[config.mk]
export PLATFORM = sky130hd
export DESIGN_NAME = jesd204b_tx_link_ctrl
export DESIGN_NICKNAME = d
export VERILOG_FILES = /design/src/rtl/jesd204b_tx_pkg.sv /design/src/rtl/jesd204b_lmfc_cnt.sv /design/src/rtl/jesd204b_tx_link_ctrl.sv
export SDC_FILE = /design/constraint.sdc
export NUM_CORES = 1
export LEC_CHECK = 0
export ABC_CLOCK_PERIOD_IN_PS = 1970
export BUFFER_PORTS_ARGS = -buffer_cell sky130_fd_sc_hd__buf_2
export CORE_UTILIZATION = 48
export CTS_CLUSTER_DIAMETER = 80
export CTS_CLUSTER_SIZE = 24
export DETAILED_ROUTE_END_ITERATION = 7
export HOLD_SLACK_MARGIN = 0.1
export PLACE_DENSITY = 0.84
export REMOVE_ABC_BUFFERS = 1
export SETUP_SLACK_MARGIN = 0.2
export SLEW_MARGIN = 10
export SYNTH_ARGS = -nofsm -noshare
export SYNTH_HDL_FRONTEND = slang
export SYNTH_SLANG_ARGS = --single-unit
[constraint.sdc]
create_clock -name clk -period 1.97 [get_ports clk]
set_input_delay 0.394 -clock clk [delete_from_list [all_inputs] [get_ports clk]]
set_output_delay 0.394 -clock clk [all_outputs]
set_load 0.05 [all_outputs]
[src/rtl/jesd204b_tx_pkg.sv]
// Shared constants for the JESD204B TX link layer: link phase encoding and control characters.
package jesd204b_tx_pkg;

    localparam logic [1:0] PH_CGS  = 2'd0;
    localparam logic [1:0] PH_WAIT = 2'd1;
    localparam logic [1:0] PH_ILAS = 2'd2;
    localparam logic [1:0] PH_DATA = 2'd3;

    // 8b/10b control characters inserted by the data-link octet mux
    localparam logic [7:0] K28_5_CHAR = 8'hBC;
    localparam logic [7:0] K28_0_R    = 8'h1C;
    localparam logic [7:0] K28_3_A    = 8'h7C;
    localparam logic [7:0] K28_4_Q    = 8'h9C;

    typedef enum logic [1:0] {
        StCgs  = PH_CGS,
        StWait = PH_WAIT,
        StIlas = PH_ILAS,
        StData = PH_DATA
    } link_state_e;

endpackage

[src/rtl/jesd204b_lmfc_cnt.sv]
// LMFC (multiframe) frame counter. With JESD_TX_SYSREF_EN defined, a synchronised SYSREF
// rising edge realigns the counter to frame 0.
module jesd204b_lmfc_cnt #(
    parameter int unsigned K_FRAMES = 32,
    parameter int unsigned CNT_W    = $clog2(K_FRAMES)
) (
    input  logic             clk,
    input  logic             reset,
`ifdef JESD_TX_SYSREF_EN
    input  logic             sysref,
    output logic             realign,
`endif
    output logic [CNT_W-1:0] lmfc_cnt,
    output logic             lmfc_wrap
);

    localparam logic [CNT_W-1:0] LAST_FRAME = CNT_W'(K_FRAMES - 1);

    logic [CNT_W-1:0] cnt_q, cnt_d;

`ifdef JESD_TX_SYSREF_EN
    logic sysref_meta_q, sysref_s_q, sysref_prev_q;

    always_ff @(posedge clk or posedge reset) begin
        if (reset) begin
            sysref_meta_q <= 1'b0;
            sysref_s_q    <= 1'b0;
            sysref_prev_q <= 1'b0;
        end else begin
            sysref_meta_q <= sysref;
            sysref_s_q    <= sysref_meta_q;
            sysref_prev_q <= sysref_s_q;
        end
    end

    assign realign = sysref_s_q & ~sysref_prev_q;
`endif

    assign lmfc_wrap = (cnt_q == LAST_FRAME);
    assign lmfc_cnt  = cnt_q;

    always_comb begin
        cnt_d = lmfc_wrap ? '0 : cnt_q + 1'b1;
`ifdef JESD_TX_SYSREF_EN
        if (realign) cnt_d = '0;
`endif
    end

    always_ff @(posedge clk or posedge reset) begin
        if (reset) cnt_q <= '0;
        else       cnt_q <= cnt_d;
    end

endmodule

[src/rtl/jesd204b_tx_link_ctrl.sv]
// JESD204B TX link sequencer (CGS -> WAIT_LMFC -> ILAS -> DATA) driven by SYNC~.
// Optional SYSREF realignment is enabled by defining JESD_TX_SYSREF_EN.
module jesd204b_tx_link_ctrl
    import jesd204b_tx_pkg::*;
#(
    parameter int unsigned K_FRAMES    = 32,
    parameter int unsigned ILAS_MF     = 4,
    parameter int unsigned SYNC_ERR_FR = 4,
    localparam int unsigned CNT_W      = $clog2(K_FRAMES)
) (
    input  logic             clk,
    input  logic             reset,
    input  logic             sync_n,
    input  logic             sysref,
    output logic             tpl_en,
    output logic             k_char_en,
    output logic             ilas_r,
    output logic             ilas_a,
    output logic             ilas_q,
    output logic [1:0]       link_phase,
    output logic [CNT_W-1:0] lmfc_cnt,
    output logic [7:0]       resync_cnt
);

    localparam logic [1:0] MF_LAST  = 2'(ILAS_MF - 1);
    localparam logic [3:0] LOW_LAST = 4'(SYNC_ERR_FR - 1);

    link_state_e state_q, state_d;
    logic [1:0]  mf_q, mf_d;
    logic [3:0]  low_q, low_d;
    logic [7:0]  resync_q, resync_d;
    logic        sync_meta_q, sync_s;
    logic        lmfc_wrap;
    logic        realign;
    logic        drop;

`ifdef JESD_TX_SYSREF_EN
    jesd204b_lmfc_cnt #(
        .K_FRAMES (K_FRAMES),
        .CNT_W    (CNT_W)
    ) u_lmfc (
        .clk       (clk),
        .reset     (reset),
        .sysref    (sysref),
        .realign   (realign),
        .lmfc_cnt  (lmfc_cnt),
        .lmfc_wrap (lmfc_wrap)
    );
`else
    logic unused_sysref;
    assign unused_sysref = sysref;
    assign realign       = 1'b0;

    jesd204b_lmfc_cnt #(
        .K_FRAMES (K_FRAMES),
        .CNT_W    (CNT_W)
    ) u_lmfc (
        .clk       (clk),
        .reset     (reset),
        .lmfc_cnt  (lmfc_cnt),
        .lmfc_wrap (lmfc_wrap)
    );
`endif

    always_ff @(posedge clk or posedge reset) begin
        if (reset) begin
            sync_meta_q <= 1'b0;
            sync_s      <= 1'b0;
        end else begin
            sync_meta_q <= sync_n;
            sync_s      <= sync_meta_q;
        end
    end

    always_comb begin
        state_d  = state_q;
        mf_d     = mf_q;
        low_d    = '0;
        resync_d = resync_q;
        drop     = 1'b0;

        if ((state_q == StIlas || state_q == StData) && !sync_s) begin
            if (low_q == LOW_LAST) drop = 1'b1;
            else                   low_d = low_q + 4'd1;
        end

        unique case (state_q)
            StCgs: begin
                if (sync_s) state_d = StWait;
            end
            StWait: begin
                if (!sync_s) begin
                    state_d = StCgs;
                end else if (lmfc_wrap) begin
                    state_d = StIlas;
                    mf_d    = '0;
                end
            end
            StIlas: begin
                // A SYSREF realign restarts the ILAS sequence from its first multiframe
                if (realign) begin
                    mf_d = '0;
                end else if (lmfc_wrap) begin
                    if (mf_q == MF_LAST) begin
                        state_d = StData;
                        mf_d    = '0;
                    end else begin
                        mf_d = mf_q + 2'd1;
                    end
                end
            end
            StData: ;
            default: state_d = StCgs;
        endcase

        // Re-sync overrides every other transition, including ILAS -> DATA
        if (drop) begin
            state_d = StCgs;
            mf_d    = '0;
            if (resync_q != 8'hFF) resync_d = resync_q + 8'd1;
        end
    end

    always_ff @(posedge clk or posedge reset) begin
        if (reset) begin
            state_q  <= StCgs;
            mf_q     <= '0;
            low_q    <= '0;
            resync_q <= '0;
        end else begin
            state_q  <= state_d;
            mf_q     <= mf_d;
            low_q    <= low_d;
            resync_q <= resync_d;
        end
    end

    assign link_phase = state_q;
    assign k_char_en  = (state_q == StCgs) || (state_q == StWait);
    assign ilas_r     = (state_q == StIlas) && (lmfc_cnt == '0);
    assign ilas_a     = (state_q == StIlas) && lmfc_wrap;
    assign ilas_q     = (state_q == StIlas) && (mf_q == 2'd1) && (lmfc_cnt == CNT_W'(1));
    // Raised one frame early to cover the mapper's pipeline latency
    assign tpl_en     = (state_q == StData) ||
                        ((state_q == StIlas) && (mf_q == MF_LAST) && lmfc_wrap);
    assign resync_cnt = resync_q;

endmodule

# Word-level counts from Yosys, hierarchy flattened
# Cells that the tools add are included.
classes:
  reduce_logical: 18
  n_mux: 18
  add_sub_neg: 4
  n_eq_ne: 15
op_table:
  columns: ["cell", "count"]
  rows:
  - ["2-bit two-way mux", 11]
  - ["3-bit != test (second input constant)", 4]
  - ["8-bit by 1-bit adder with 8-bit output (second input constant)", 1]
  - ["4-bit two-way mux", 2]
  - ["8-bit != test (second input constant)", 1]
  - ["1-bit logical AND", 7]
  - ["2-bit == test (second input constant)", 3]
  - ["2-bit one-hot mux with 3 select lines", 1]
  - ["5-bit by 1-bit adder with 5-bit output (second input constant)", 1]
  - ["5-bit by 1-bit == test with 1-bit output (second input constant)", 1]
  - ["5-bit == test (second input constant)", 1]
  - ["5-bit logical NOT", 1]
  - ["5-bit two-way mux", 1]
  - ["5-bit AND reduction", 1]
  - ["4-bit by 1-bit adder with 4-bit output (second input constant)", 1]
  - ["2-bit by 1-bit == test with 1-bit output (second input constant)", 2]
  - ["4-bit by 2-bit == test with 1-bit output (second input constant)", 1]
  - ["4-bit != test (second input constant)", 1]
  - ["2-bit one-hot mux with 2 select lines", 1]
  - ["4-bit AND reduction", 1]
  - ["4-bit nonzero test", 1]
  - ["1-bit logical OR", 3]
  - ["3-bit by 2-bit != test with 1-bit output (second input constant)", 1]
  - ["3-bit nonzero test", 1]
  - ["other kinds (5)", 6]
word_totals:
  output_inout_bits: 20
  inputBits: 4
  ff_bits: 23

# Longest topological paths before layout
# Gate-level depths: netlist (run 1).
logic_depth:
  depth_word: 6
  depth_mapped: 7
  ltp_nobuf: 7

# Cells and area by module
# From an unflattened synthesis (run 1), not the netlist that was laid out.
hier_totals:
  hier_cells: 115
  hier_area_um2: 1229.9
by_module_without_submodules:
  columns: ["module", "cells_per_inst", "seq_area_each_um2", "n_inst", "area_each_um2"]
  rows:
  - ["jesd204b_tx_link_ctrl", 99, 450.4, 1, 1017.2]
  - ["jesd204b_lmfc_cnt", 16, 125.1, 1, 212.7]

# Worst setup path after synthesis (run 1)
# OpenSTA, ideal clock, no wires.
synth_path:
  path_type: "register -> output"
  from: "register u_lmfc.cnt_q[0] (netlist: u_lmfc.lmfc_cnt[0])"
  to: "output tpl_en"
  path_stages_with_launch: 6
  arrival_ns: 2.270
  n_path_buf: 0
  path_slack_ns: -0.694
  t_required_ns: 1.576
  path_cell_list: "dfrtp_1 ha_1 and3_1 ha_1 and2_1 a21o_1"
synth_between:
  elab_chain_cells: 3
synth_rtl:
  columns: ["element", "line_no", "text"]
  rows:
  - ["start: declaration", "jesd204b_lmfc_cnt.sv:19", "logic [CNT_W-1:0] cnt_q, cnt_d;"]
  - ["start signal: assignment", "jesd204b_lmfc_cnt.sv:51", "else cnt_q <= cnt_d;"]
  - ["5-bit == test", "jesd204b_lmfc_cnt.sv:39", "assign lmfc_wrap = (cnt_q == LAST_FRAME);"]
  - ["1-bit logical AND", "jesd204b_tx_link_ctrl.sv:145", "((state_q == StIlas) && (mf_q == MF_LAST) && lmfc_wrap);"]
  - ["1-bit logical OR", "jesd204b_tx_link_ctrl.sv:144", "assign tpl_en = (state_q == StData) ||"]
  - ["end: declaration", "jesd204b_tx_link_ctrl.sv:15", "output logic tpl_en,"]
# No other way between the ends.

# Worst setup path after layout (run 1)
# Ends and elaborated chain as after synthesis.

==> impl_metrics.csv, run 1 <==
group,metric,value,unit
outcome,status,"finished with violations",
outcome,violations,"setup timing",
yosys,synth_top_area_share,46.42,%
placement,io_buffers,22,
placement,hpwl,1.762,mm
critical_path,slowest_delay,410,ps
clock_tree,path_clk_slew,110,ps
grt,grtUsageMet3,1.739,%
critical_path,crit_family,"flip-flops",
critical_path,r2r_setup_slack,40,ps
floorplanning,fp-row-count,18,
timing,setup_viol,1,
pwr,power.switching,0.5124,mW
floorplanning,io_pins,24,
layout,nNetsFinal,178,
grt,busiest_layer,"met2",
pwr,p_comb_share,50.1,%
pwr,p_leak,0.8929,nW
yosys,synthesis.area,0.001240,mm^2
clock_tree,clock_sinks,23,
timing,final.period_utilization,103.5,%
floorplanning,die_w,52.83,um
grt,grt_util_met2,36.50,%
critical_path,crit_buf_inv,1,
critical_path,ff2ff_path_depth,8,
yosys,synth_common_cells,"dfrtp_1, ha_1, inv_1, nor2_1, a21oi_1",
pwr,clockPowerShare,13.6,%
clock_tree,ctsHtreeMaxLevel,1,
critical_path,worst-path-stages,6,
pwr,power_density,821.0,mW/mm^2
timing,rsz0062_at_grt,"true",
flow_run,max_cap_viol_count,0,
layout,diodes,0,
yosys,ys_types,37,
critical_path,crit_arrival,1640,ps
grt,antenna_found_initial,0,
clock_tree,cts_made_buffers,3,
detailed_routing,drt_iter0_drc,6,
placement,place.gp.congestion,0.6760,
timing,fmax,490.5,MHz
floorplanning,die_h,52.83,um
timing,drv_slew,0,
clock_tree,clk_latency,290,ps
yosys,yosysMostFrequentCell,"dfrtp_1",
pwr,p_seq_share,36.3,%
yosys,synth_ff_type,"dfrtp_1",
yosys,ys_seq_area_share,46.42,%
clock_tree,cts_tree,"done",
grt,grt_max_degree,24,
pwr,p_int,0.9371,mW
timing,final.setup_skew,8.001,ps
detailed_routing,wl_per_cell,13.35,um
detailed_routing,vias_per_cell,5.084,
yosys,syn_avg_cell_area,11.07,um^2
layout,final_layout_size_suffix_gt1_share,46.58,%
yosys,synthCells,112,
layout,nFillCells,182,
floorplanning,die_area,0.002790,mm^2
yosys,synthTopCellsByArea,"dfrtp_1, ha_1, mux2_1",
critical_path,cp_data_required_time,1580,ps
pwr,p_total,1.449,mW
pwr,swShare,35.35,%
detailed_routing,wl,2.549,mm
grt,grt_use_total,18.36,%
layout,areaGrowthSynthToFinish,42.38,%
detailed_routing,drc,0,
critical_path,crit_path_max_fanout,3,
detailed_routing,firstDrtPassIters,3,
clock_tree,cts.path.max_buffers,2,
timing,tightest_slew,339.9,ps
timing,hold_viol_final,0,
critical_path,path_cells,"ha_2 > and3_4 > ha_4 > and2_4 > a21o_1 > buf_6",
clock_tree,root_buffer,"clkbuf_4",
placement,dp_slack,-67.85,ps
critical_path,critPathSlowestCell,"dfrtp_1",
grt,grt_pass1_vias,901,
yosys,synth-edff-count,0,
yosys,ys_warn_count,0,
min_path,hold_path_class,"input port to asynchronous set/reset pin",
critical_path,crit_path_end_kind,"primary output",
yosys,ys_ff_latch,23,
floorplanning,core_area,0.002455,mm^2
grt,grt_pass1_wl,3.650,mm
timing,min_period,2039,ps
placement,placed_cell_area,0.001440,mm^2
critical_path,timing.rr.start,"u_lmfc.lmfc_cnt[0]",
timing,setup-tns-final,-68.75,ps
timing,fin_ws,-68.75,ps
timing,slew_headroom,77.16,%
critical_path,critPathKind,"register to primary output",
pwr,vdd_drop_max,1007,uV
layout,final_area,0.001765,mm^2
yosys,postSynth.asyncResetShare,100.0,%
critical_path,r2r_end,"link_phase[1]",
critical_path,startpoint_type,"register",
floorplanning,initial_core_util,50.51,%
yosys,synth_largest_area_cell,"dfrtp_1",
detailed_routing,ant_nets,0,
detailed_routing,dr_total_vias,971,
grt,met1_usage,20.04,%
grt,overflow,0,
==> state kept, by name, indices dropped and copies added (netlist names) <==
signal and count:
resync_cnt 8, link_phase 2, mf_q 2, sync_meta_q 1, low_q 4, sync_s 1
u_lmfc.lmfc_cnt 5
==> routing by layer <==
metal | share of wire, % | up-vias
li1 | - | 485
met1 | 43 | 468
met2 | 54 | 16
met3 | 2.2 | 2
met4 | 0.55 | 0
met5 | 0 | -
==> how the worst max path moves through the flow <==
stage | startpoint | endpoint | slack [ps]
after global routing | u_lmfc.lmfc_cnt[0] | tpl_en | -130
after CTS | u_lmfc.lmfc_cnt[1] | tpl_en | -70
after detailed placement | u_lmfc.lmfc_cnt[1] | link_phase[0] | -70
after floorplan | u_lmfc.lmfc_cnt[0] | tpl_en | -690
final | u_lmfc.lmfc_cnt[0] | tpl_en | -70
after global placement | u_lmfc.lmfc_cnt[0] | link_phase[0] | 40
==> area by class of cell <==
type                            instances  area [um^2]  share of cell area (%)
Tap cell                               30        37.54                   2.126
Clock buffer                            4        26.28                   1.488
Timing Repair Buffer                   45        326.6                   18.50
Multi-Input combinational cell         81        763.2                   43.23
Sequential cell                        23        576.8                   32.67
Inverter                                8        35.03                   1.984
==> worst register-to-register path: stages (launching register included) <==
cell	delay (ps)
dfrtp_1	390
ha_2	190
and3_4	180
ha_4	130
buf_4	120
and3b_2	230
nor4_4	220
mux2_4	340
nor2_1	80
==> power groups by stage <==
stage	Combinational (mW)	Clock (mW)	Sequential [mW]
floorplan	0.259	0	0.583
global placement	0.396	0	0.523
detailed placement	0.413	0	0.526
CTS	0.590	0.208	0.521
global route	0.769	0.227	0.528
finish	0.726	0.197	0.526
==> stage by stage <==
step	instances	hold slack, ps	util (%)
detailed placement	171	336.2	58.66
global route	191	144.1	71.92
global placement	171	339.0	58.66
floorplan	112	331.2	-
finish	191	111.8	71.92
CTS	182	117.0	67.07
==> what timing repair did <==
| item | 4_1_cts | 5_1_grt |
|---|---|---|
| hold endpoints to repair | 0 | 0 |
| pin swaps | 9 | 6 |
| hold buffers | 0 | 0 |
| setup endpoints to repair | 9 | 10 |
| gates resized for setup | 30 | 15 |
| setup buffers | 7 | 9 |
==> cells in the final DEF (no fill, tap or decap), drive strengths merged <==
cell / netlist / layout
xor2: 3 / 3
and2: 3 / 3
nand3b: 2 / 2
or3b: 2 / 2
and4: 1 / 1
or2: 1 / 1
and3: 3 / 3
or2b: 1 / 1
nand2: 4 / 4
mux2i: 2 / 2
nor4b: 1 / 1
nor2: 9 / 9
a21oi: 5 / 5
dfrtp: 23 / 23
ha: 12 / 12
a21boi: 2 / 2
nor3b: 2 / 2
a31oi: 1 / 1
o21a: 1 / 1
xnor2: 4 / 4
a21o: 1 / 1
nand2b: 1 / 1
buf: 0 / 45
mux2: 4 / 4
and3b: 1 / 1
o21ai: 2 / 2
nand3: 4 / 4
nor2b: 3 / 3
nor3: 2 / 2
inv: 8 / 8
clkbuf: 0 / 4
nor4: 1 / 1
nand4: 2 / 2
o21bai: 1 / 1
==> cell families after synthesis <==
family / after synthesis / share of synthesized area (%)
and+or+nand+nor: 43 / 22.20
DFF: 23 / 46.42
AOI/OAI and AO/OA: 13 / 6.660
adders and majority gates: 12 / 12.11
buffers and inverters: 8 / 2.422
xor gates and xnor gates: 7 / 4.945
muxes: 6 / 5.247
(Power assumes the default switching activity.)
==> inputs of run 2 (changes only) <==
--- a/config.mk
+++ b/config.mk
@@ -19,3 +19,4 @@
 export SYNTH_ARGS = -nofsm -noshare
 export SYNTH_HDL_FRONTEND = slang
 export SYNTH_SLANG_ARGS = --single-unit
+export TNS_END_PERCENT = 5
==> impl_metrics.csv, run 2 (synthesized netlist as in run 1, its figures left out) <==
group,metric,value,unit
timing,final.setup_skew,7.183,ps
grt,grt_max_degree,24,
layout,largest_reg_flops,8,
detailed_routing,vias_per_cell,5.094,
grt,overflow,0,
layout,diodes,0,
pwr,p_comb_share,42.9,%
layout,nFillCells,194,
critical_path,r2r_setup_slack,60,ps
clock_tree,clk_latency,290,ps
placement,dp_slack,-67.85,ps
critical_path,cp_data_required_time,1580,ps
outcome,status,"finished with violations",
timing,fmax,492.0,MHz
clock_tree,root_buffer,"clkbuf_4",
timing,setup_viol,1,
timing,slew_headroom,72.37,%
critical_path,crit_path_max_fanout,3,
placement,io_buffers,22,
critical_path,crit_path_end_kind,"primary output",
pwr,vdd_drop_max,686.3,uV
pwr,p_int,0.8112,mW
grt,grt_pass1_wl,3.663,mm
timing,drv_slew,0,
floorplanning,initial_core_util,50.51,%
detailed_routing,firstDrtPassIters,3,
pwr,swShare,35.83,%
layout,areaGrowthSynthToFinish,30.68,%
clock_tree,cts_made_buffers,3,
floorplanning,die_area,0.002790,mm^2
floorplanning,fp-row-count,18,
critical_path,critPathKind,"register to primary output",
placement,placed_cell_area,0.001440,mm^2
timing,fin_ws,-62.50,ps
timing,hold_ws,113.2,ps
clock_tree,cts_tree,"done",
clock_tree,postCtsHoldBufs,0,
layout,stdcell_count,180,
clock_tree,ctsHtreeMaxLevel,1,
min_path,hold_path_class,"input port to asynchronous set/reset pin",
detailed_routing,dr_total_vias,917,
grt,grt_use_total,18.36,%
layout,final_cell_mix,"dfrtp_1, buf_2, buf_4, nor2_1, ha_1",
timing,tightest_slew,414.1,ps
detailed_routing,ant_nets,0,
detailed_routing,drc,0,
layout,layout_commonest_cell,"dfrtp_1",
grt,grt_pass1_vias,882,
layout,seqCellArea,576.8,um^2
outcome,violations,"setup timing",
floorplanning,die_w,52.83,um
clock_tree,clock_sinks,23,
pwr,p_seq_share,41.6,%
placement,dp_cells,171,
timing,final.period_utilization,103.2,%
pwr,power_density,780.2,mW/mm^2
layout,multiInputGateArea,716.9,um^2
layout,final_layout_size_suffix_gt1_share,37.33,%
pwr,power.switching,0.4529,mW
placement,place.gp.congestion,0.6760,
timing,rsz0062_at_grt,"true",
floorplanning,core_area,0.002455,mm^2
pwr,p_total,1.264,mW
layout,final_area,0.001620,mm^2
floorplanning,io_pins,24,
critical_path,startpoint_type,"register",
layout,nNetsFinal,167,
grt,antenna_found_initial,0,
clock_tree,path_clk_slew,110,ps
detailed_routing,drt_iter0_drc,8,
flow_run,max_cap_viol_count,0,
placement,hpwl,1.762,mm
timing,hold_viol_final,0,
timing,min_period,2033,ps
clock_tree,cts.path.max_buffers,2,
detailed_routing,wl,2.357,mm
detailed_routing,wl_per_cell,13.09,um
critical_path,crit_arrival,1640,ps
pwr,p_leak,0.8249,nW
floorplanning,die_h,52.83,um
pwr,clockPowerShare,15.6,%
[run 2: changes by cell type in the layout (fill, tap and decap cells not counted), sizes merged]
cell / delta
buf: -11
[run 2: per-stage QoR]
step	TNS, ps	utilization [%]
final	-62.50	66.00
after global placement	0	58.66
after CTS	-65.26	65.39
after global routing	-337.1	66.00
after detailed placement	-138.3	58.66
after floorplan	-2131	-
[run 2: cell type report]
type / instances / area share [%]
clock buffers: 4 / 1.622
repair buffers: 34 / 14.36
inverters: 8 / 1.853
well taps: 30 / 2.317
multi-input cells: 81 / 44.25
flip-flops and latches: 23 / 35.60
[run 2: power groups by stage]
stage	clock network [mW]	registers (mW)	logic [mW]
2_1_floorplan	0	0.583	0.259
3_3_place_gp	0	0.523	0.396
3_5_place_dp	0	0.526	0.413
4_1_cts	0.208	0.525	0.541
5_1_grt	0.227	0.528	0.580
6_report	0.197	0.525	0.542
[run 2: timing repair]
item | in CTS | in global routing
hold endpoints to repair | 0 | 0
pin swaps | 10 | 3
gates resized for setup | 29 | 0
endpoints found under the setup margin | 9 | 10
setup buffers | 3 | 2
[run 2: routing by layer]
metal,wire (um),GRT usage [%],vias to the layer above,share of wire (%)
met5,0,0,-,0
met4,14,5.263,0,0.59
met3,55,1.739,2,2.3
met2,1291,35.86,16,55
met1,995,20.60,439,42
li1,-,-,460,-
[run 2: critical path, cell delays in order (launching register included)]
cell,delay (ps)
dfrtp_1,410
ha_2,200
and3_4,150
ha_4,150
and2_4,130
a21o_1,160
buf_6,150
[run 2: final timing paths]
path                                          from            end  cells after the start
worst max register to register  u_lmfc.lmfc_cnt[0]  link_phase[0]                      8
max in group asynchronous                    reset  link_phase[1]                      3
worst max-delay path            u_lmfc.lmfc_cnt[0]         tpl_en                      6
min in group clk                            sync_n    sync_meta_q                      1
worst min register to register         sync_meta_q         sync_s                      0
worst min-delay path                         reset  resync_cnt[3]                      3
==> inputs of run 3 (changes only) <==
--- a/config.mk
+++ b/config.mk
@@ -13,8 +13,8 @@
 export DETAILED_ROUTE_END_ITERATION = 7
 export HOLD_SLACK_MARGIN = 0.1
 export PLACE_DENSITY = 0.84
-export REMOVE_ABC_BUFFERS = 1
 export SETUP_SLACK_MARGIN = 0.2
+export SKIP_LAST_GASP = 1
 export SLEW_MARGIN = 10
 export SYNTH_ARGS = -nofsm -noshare
 export SYNTH_HDL_FRONTEND = slang
==> impl_metrics.csv, run 3 (synthesized netlist as in run 1, its figures left out) <==
group,metric,value,unit
timing,tightest_slew,339.9,ps
timing,slew_headroom,77.15,%
detailed_routing,drt_iter0_drc,5,
layout,fin_util,64.37,%
detailed_routing,dr_total_vias,907,
critical_path,crit_path_end_kind,"primary output",
critical_path,cp_data_required_time,1580,ps
detailed_routing,wl_per_cell,12.41,um
timing,fin_ws,-161.6,ps
placement,place.gp.congestion,0.7742,
grt,antenna_found_initial,0,
detailed_routing,drc,0,
critical_path,crit_path_start,"u_lmfc.lmfc_cnt[1]",
layout,largest_reg_flops,8,
critical_path,critPathKind,"register to primary output",
layout,layout_commonest_cell,"buf_2",
layout,stdcell_count,179,
critical_path,startpoint_type,"register",
critical_path,critPathSlowestCell,"dfrtp_2",
layout,final_cell_mix,"buf_2, dfrtp_1, buf_4, ha_1",
detailed_routing,vias_per_cell,5.067,
grt,grt_use_total,20.10,%
layout,areaGrowthSynthToFinish,27.45,%
critical_path,timing.rr.start,"u_lmfc.lmfc_cnt[1]",
clock_tree,cts_tree,"done",
clock_tree,cts.path.max_buffers,2,
layout,final_layout_size_suffix_gt1_share,37.58,%
min_path,hold_depth,1,
timing,fmax,469.1,MHz
floorplanning,die_area,0.002790,mm^2
critical_path,slowest_delay,450,ps
critical_path,crit_buf_inv,1,
detailed_routing,wl,2.221,mm
yosys,synth_nets,128,
grt,grt_pass1_wl,3.939,mm
floorplanning,initial_core_util,50.51,%
timing,final.period_utilization,108.2,%
critical_path,crit_path_max_fanout,2,
pwr,vdd_drop_max,1017,uV
critical_path,worst-path-stages,6,
clock_tree,clk_latency,320,ps
critical_path,ff2ff_path_depth,8,
grt,overflow,0,
placement,hpwl,1.681,mm
floorplanning,die_h,52.83,um
clock_tree,ctsHtreeMaxLevel,1,
flow_run,max_cap_viol_count,0,
timing,hold_viol_final,0,
critical_path,crit_top_cell,"ha_4",
floorplanning,fp-row-count,18,
clock_tree,cts_made_buffers,3,
grt,grt_pass1_vias,904,
floorplanning,core_area,0.002455,mm^2
detailed_routing,firstDrtPassIters,4,
grt,grt_max_degree,24,
critical_path,critPathCapture,"tpl_en",
outcome,status,"finished with violations",
placement,dp_cells,169,
min_path,hold_path_class,"input port to register",
layout,diodes,0,
clock_tree,path_clk_slew,130,ps
critical_path,r2r_setup_slack,-10,ps
timing,drv_slew,0,
floorplanning,io_pins,24,
timing,setup_viol,5,
layout,nNetsFinal,166,
pwr,p_leak,0.8001,nW
critical_path,path_cells,"ha_4 > and3_4 > ha_4 > and2_4 > a21o_4 > buf_8",
outcome,violations,"setup timing",
timing,rsz0062_at_grt,"true",
placement,io_buffers,22,
pwr,power_density,737.3,mW/mm^2
timing,final.setup_skew,7.265,ps
timing,min_period,2132,ps
critical_path,crit_arrival,1740,ps
critical_path,crit_family,"flip-flops",
clock_tree,clock_sinks,23,
detailed_routing,ant_nets,0,
critical_path,r2r_end,"link_phase[0]",
floorplanning,die_w,52.83,um
clock_tree,root_buffer,"clkbuf_4",
run 3: area by class of cell:
class / instances / area [um^2]
flip-flops and latches: 23 / 583.1
inverters: 8 / 30.03
clock buffers: 3 / 22.52
fillers: 200 / 874.6
well taps: 30 / 37.54
clock inverters: 1 / 5.005
multi-input cells: 81 / 691.9
repair buffers: 33 / 210.2
run 3: timing repair:
action                                  CTS  global route
hold buffers                              1             0
endpoints found under the hold margin    23             0
pin swaps                                 2             1
setup buffers                             4             1
endpoints found under the setup margin    8            14
gates resized for setup                   7             0
run 3: report_power, final:
group / internal [mW] / switching (mW)
Sequential: 0.501 / 0.0214
Clock: 0.0762 / 0.149
Combinational: 0.155 / 0.263
run 3: worst min path at each step:
| stage | start | end | slack, ps |
|---|---|---|---|
| 5_1_grt | sync_n | sync_meta_q | 150 |
| 4_1_cts | sync_n | sync_meta_q | 160 |
| 3_3_place_gp | sync_meta_q | sync_s | 330 |
| 2_1_floorplan | sync_meta_q | sync_s | 330 |
| 3_5_place_dp | sync_meta_q | sync_s | 340 |
| 6_report | sync_n | sync_meta_q | 170 |
run 3: layer usage:
metal / track usage, % / share of wire (%)
met5: 0 / 0
met4: 12.28 / 2.3
met3: 3.768 / 3.7
met2: 33.54 / 49
met1: 23.61 / 45
run 3: worst register-to-register path, stage by stage, from the launching register on:
cell	delay, ps
dfrtp_2	410
ha_4	140
and3_4	180
ha_4	130
buf_4	130
a21boi_1	80
nor4_2	380
mux2_1	350
nor2_1	100
run 3: per-stage QoR:
stage          power (mW)  setup WS (ps)  setup TNS [ps]  instance area, um^2  hold slack (ps)
6_report            1.165         -161.6          -359.1                 1580            172.0
3_5_place_dp       0.9389         -16.15          -16.15                 1475            340.2
3_3_place_gp       0.9251          74.66               0                 1475            331.7
4_1_cts             1.183         -179.5          -586.6                 1573            156.9
2_1_floorplan      0.8503          6.642               0                 1290            331.2
5_1_grt             1.231         -205.8          -913.8                 1580            149.3
